==> src/rtl/serial_adder_pkg.sv <==
// Shared types and constants for the bit-serial adder.
package serial_adder_pkg;

  localparam int DEFAULT_WIDTH = 8;

  // Controller states: IDLE waits for start, RUN processes one bit per clock,
  // DONE is the single result-valid cycle.
  typedef enum logic [1:0] {
    IDLE = 2'd0,
    RUN  = 2'd1,
    DONE = 2'd2
  } state_t;

endpackage

==> src/rtl/fa_slice.sv <==
// One-bit full adder slice; purely combinational.
module fa_slice (
  input  logic x,
  input  logic y,
  input  logic ci,
  output logic s,
  output logic co
);

  assign s  = x ^ y ^ ci;
  assign co = (x & y) | ((x ^ y) & ci);

endmodule

==> src/rtl/serial_adder_ctrl.sv <==
// Bit-serial adder: one full-adder slice sequenced LSB first over WIDTH clocks.
//
// Handshake: start is sampled on every rising edge but only accepted in IDLE;
// a, b and cin are captured on the accepting edge. busy is high for the WIDTH
// cycles of RUN, then done pulses for exactly one cycle with sum/cout/overflow
// valid. start seen in RUN or DONE is dropped, not queued. Results hold until
// the next accepted start.
module serial_adder_ctrl
  import serial_adder_pkg::*;
#(
  parameter int WIDTH = DEFAULT_WIDTH
) (
  input  logic             clk,
  input  logic             rst,
  input  logic             start,
  input  logic [WIDTH-1:0] a,
  input  logic [WIDTH-1:0] b,
  input  logic             cin,
  output logic             busy,
  output logic             done,
  output logic [WIDTH-1:0] sum,
  output logic             cout,
  output logic             overflow
);

  localparam int CW = (WIDTH > 1) ? $clog2(WIDTH) : 1;
  localparam logic [CW-1:0] LAST = CW'(WIDTH - 1);

  // Current state is kept as a named enum so checkers can bind to it directly.
  state_t           state;
  state_t           state_nxt;
  logic [WIDTH-1:0] a_sh;
  logic [WIDTH-1:0] b_sh;
  logic             carry;
  logic [CW-1:0]    cnt;
  logic             last_bit;
  logic             fa_s;
  logic             fa_co;

  assign last_bit = (cnt == LAST);

  fa_slice u_fa (
    .x  (a_sh[0]),
    .y  (b_sh[0]),
    .ci (carry),
    .s  (fa_s),
    .co (fa_co)
  );

  // State register; reset aborts any operation in flight.
  always_ff @(posedge clk or posedge rst) begin
    if (rst) state <= IDLE;
    else     state <= state_nxt;
  end

  // Next-state logic.
  always_comb begin
    state_nxt = state;
    case (state)
      IDLE:    if (start) state_nxt = RUN;
      RUN:     if (last_bit) state_nxt = DONE;
      DONE:    state_nxt = IDLE;
      default: state_nxt = IDLE;
    endcase
  end

  // Status outputs decoded straight from state.
  always_comb begin
    busy = (state == RUN);
    done = (state == DONE);
  end

  // Datapath: capture operands on accept, then shift one bit per RUN cycle.
  // The counter holds on the last bit so it never wraps inside RUN.
  always_ff @(posedge clk or posedge rst) begin
    if (rst) begin
      a_sh     <= '0;
      b_sh     <= '0;
      carry    <= 1'b0;
      cnt      <= '0;
      sum      <= '0;
      cout     <= 1'b0;
      overflow <= 1'b0;
    end else begin
      case (state)
        IDLE: begin
          if (start) begin
            a_sh  <= a;
            b_sh  <= b;
            carry <= cin;
            cnt   <= '0;
          end
        end
        RUN: begin
          a_sh  <= a_sh >> 1;
          b_sh  <= b_sh >> 1;
          carry <= fa_co;
          sum   <= {fa_s, sum[WIDTH-1:1]};
          if (last_bit) begin
            // carry currently holds the carry into the MSB.
            cout     <= fa_co;
            overflow <= carry ^ fa_co;
          end else begin
            cnt <= cnt + 1'b1;
          end
        end
        default: ;
      endcase
    end
  end

endmodule
==> config.mk <==
export PLATFORM = sky130hd
export DESIGN_NAME = serial_adder_ctrl
export DESIGN_NICKNAME = d
export VERILOG_FILES = /design/src/rtl/serial_adder_pkg.sv /design/src/rtl/fa_slice.sv /design/src/rtl/serial_adder_ctrl.sv
export SDC_FILE = /design/constraint.sdc
export NUM_CORES = 1
export LEC_CHECK = 0
export CAP_MARGIN = 20
export CORE_MARGIN = 2
export CORE_UTILIZATION = 50
export CTS_CLUSTER_SIZE = 10
export DETAILED_ROUTE_END_ITERATION = 6
export GPL_TIMING_DRIVEN = 0
export HOLD_SLACK_MARGIN = 0.1
export PLACE_DENSITY = 0.79
export REMOVE_ABC_BUFFERS = 1
export SYNTH_ARGS = -nofsm -noshare
export SYNTH_HDL_FRONTEND = slang
export SYNTH_HIERARCHICAL = 1
export SYNTH_SLANG_ARGS = --single-unit
==> constraint.sdc <==
create_clock -name clk -period 1.5 [get_ports clk]
set_input_delay 0.3 -clock clk [delete_from_list [all_inputs] [get_ports clk]]
set_output_delay 0.3 -clock clk [all_outputs]
set_load 0.1 [all_outputs]
==> impl_results.md <==
- #FFs+latches synth: 32
- Avg Cell Area, Syn: approximately 11 um2
- Run status: finished, violations left
- Die width: about 60 um
- Final hold viol count: 0
- Global Route Usage Sum: between 20% and 30%
- Area contributors post-synth: dfrtp_1, nand2_1, nor3b_1
- Crit. End Element: output port
- Worst Path Required: roughly 1200 ps
- F_max: between 0.5 and 0.6 GHz
- Worst r2r src: state[1]$_DFFE_PP0P_
- Fill count: roughly 250
- Gpl congestion: ~0.75
- Critical Path AT: between 1000 and 1500 ps
- Period utilisation layout: 113.5%
- Unrepaired setup endpoints after global routing: true
- Largest net degree at the start of global routing: 22
- Area leader, netlist: dfrtp_1
- Hold-fix buffers, CTS: 0
- Die height: between 50 and 60 um
- Post-Route WL: 3.536 mm
- Maxcap violations: 0
- TritonCTS clock tree: built
- Area of the core: between 3000 and 4000 um2
- Final setup margin: -203.1 ps
- Tmin final: roughly 1700 ps
- DR vias: approximately 1300
- Layout cell share with drive strength beyond 1: between 20 and 30%
- Vias per cell: ~5.4
- Worst reg2reg path depth: 4
- Initial Utilization: just over 50%
- Design Power: between 4 and 5 mW
- Leak Pwr: 0.9502 nW
- PwrDens: between 2000 and 2500 nW/um2
- Least-Margin Pin Slew: about 600 ps
- Crit start category: flop
- Post-Layout Cell Count: about 230
- DRC errors left: 0
- Reg2reg setup slack: -30 ps
- Die area: around 3600 um2
- Number of I/O pins: 32
- Clock Skews: ~2.7 ps
- Synth unique cells: 28
- Hold WS: about 300 ps
- Peak supply drop: between 0.8 and 0.9 mV
- Synth warn: 6
- Placed cell count: roughly 220
- Relative slew slack: roughly three fifths
- Post-Syn Area: between 1500 and 2000 um2
- Layout area overhead: 32.27%
- R2r endpoint: cout$_DFFE_PP0P_
- Vias in the first global route: about 1200
- CTS buffer count: 5
- Total congestion overflow: 0
- CTS root buffer: clkbuf_4
- # port buffers: 31
- Slew Limit Fails: 0
- Setup CP Type: flop to output port
- First-pass GRT wire length: ~6 mm
- Inserted Diodes: 0
- Register area share after synthesis: 51.12%
- Hold Crit Class: input pin to asynchronous set/reset pin
- Failing checks: setup timing
- DR iter-0 viols: 38
- CTS H-tree lvls: 2
- Post-Syn Instances: between 100 and 150
- Clock slew at reported path FFs: 100 ps
- Row cnt: 20
- Layout Nets: 211
- Clk_lat worst skew: around 340 ps
- Synth top area share: 51.12%
- Initial antenna violation count: 0
- CP max FO: 4
- WL per Instance: 15.18 um
- Post-route ant nets: 0
- Clock buffer depth: 2
- Drt first pass iters: 4
- TritonCTS Sinks: 32
- Final setup violation count: 3
- Post-DP HPWL: ~2.2 mm
-- metrics by stage --
step / utilization [%] / setup slack [ps] / TNS [ps] / cell area (um2)
after floorplan: - / -889.9 / -11810 / 1511
after global placement: 61.98 / -1727 / -27230 / 1877
after detailed placement: 62.89 / -1748 / -21390 / 1904
after CTS: 66.49 / -178.8 / -282.7 / 2013
after global routing: 68.43 / -253.5 / -580.3 / 2072
final: 68.43 / -203.1 / -352.6 / 2072
-- cell type report --
class / instances / area, um2 / share of cell area (%)
multi-input combinational: 98 / 716.9 / 34.60
clock inverter: 2 / 10.01 / 0.4831
sequential: 32 / 808.3 / 39.01
inverter: 9 / 37.54 / 1.812
clock buffer: 6 / 51.30 / 2.476
tap: 44 / 55.05 / 2.657
timing repair buffer: 42 / 392.9 / 18.96
-- worst max-delay path: stages (launching register included) --
cell and delay (ps):
dfrtp_4 510, or2b_4 280, clkinvlp_4 100, buf_12 170
-- power breakdown --
part | internal [mW] | total [mW] | leakage, nW | switching (mW)
Sequential | 1.27 | 1.56 | 0.389 | 0.286
Combinational | 0.980 | 2.89 | 0.523 | 1.91
Clock | 0.223 | 0.530 | 0.0380 | 0.307
Total | 2.48 | 4.98 | 0.950 | 2.51
-- flip-flops by register name, indices dropped and copies added (netlist names) --
name / cells
a_sh: 8
sum: 8
cnt: 3
overflow: 1
b_sh: 8
cout: 1
state: 2
carry: 1
-- routing by layer --
layer | vias to the layer above | track usage (%) | wire (um)
met4 | 0 | 6.667 | 42
met3 | 6 | 5.844 | 183
met2 | 41 | 37.27 | 1776
li1 | 598 | - | -
met5 | - | 0 | 0
met1 | 623 | 29.03 | 1534
-- what timing repair did --
item / CTS / global route
gates resized for setup: 78 / 12
cloned: 0 / 0
pin swaps: 0 / 1
endpoints found under the setup margin: 43 / 12
buffers inserted: 8 / 3
-- layout by cell type (no fill, tap or decap), drive strengths merged --
master / count
nor2: 6
nand2: 28
clkinv: 2
nor2b: 5
a22oi: 4
dfrtp: 32
clkdlybuf4s50: 18
or2b: 1
inv: 8
a21oi: 12
nor3b: 11
and4bb: 1
nand3b: 1
o22a: 6
buf: 20
mux2i: 1
fa: 1
a221oi: 4
clkbuf: 9
nor4bb: 3
xnor2: 1
ha: 2
o221a: 1
dlygate4sd2: 1
mux2: 2
a22o: 7
or2: 1
clkinvlp: 1
-- synthesized netlist by cell type --
master / count
dfrtp_1: 32
nand2_1: 28
a21oi_1: 12
nor3b_1: 11
inv_1: 9
a22o_1: 7
o22a_1: 6
buf_2: 5
nor2b_1: 5
a221oi_2: 4
a22oi_1: 4
nor2_1: 4
nor4bb_1: 3
buf_4: 2
ha_1: 2
mux2_2: 2
and4bb_2: 1
buf_6: 1
clkbuf_1: 1
fa_1: 1
mux2i_1: 1
nand3b_1: 1
nor2_2: 1
nor2_4: 1
o221a_2: 1
or2_1: 1
or2b_1: 1
xnor2_1: 1
-- logic make-up after synthesis --
group / synth area share [%]
AO/OA/AOI/OAI: 17.57
XOR/XNOR: 0.5592
adder cells (fa/ha/maj): 2.875
buffers and inverters: 5.670
flip-flops: 51.12
multiplexers: 2.077
AND/OR/NAND/NOR: 20.13
-- worst max path at each step --
stage,slack (ps),startpoint,endpoint
finish,-200,state[1]$_DFFE_PP0P_,busy
floorplan,-890,state[1]$_DFFE_PP0P_,done
global route,-250,state[1]$_DFFE_PP0P_,busy
CTS,-180,state[1]$_DFFE_PP0P_,busy
detailed placement,-1750,state[0]$_DFFE_PP0P_,busy
global placement,-1730,state[0]$_DFFE_PP0P_,busy
No activity file was read; power rests on OpenSTA's default activity.
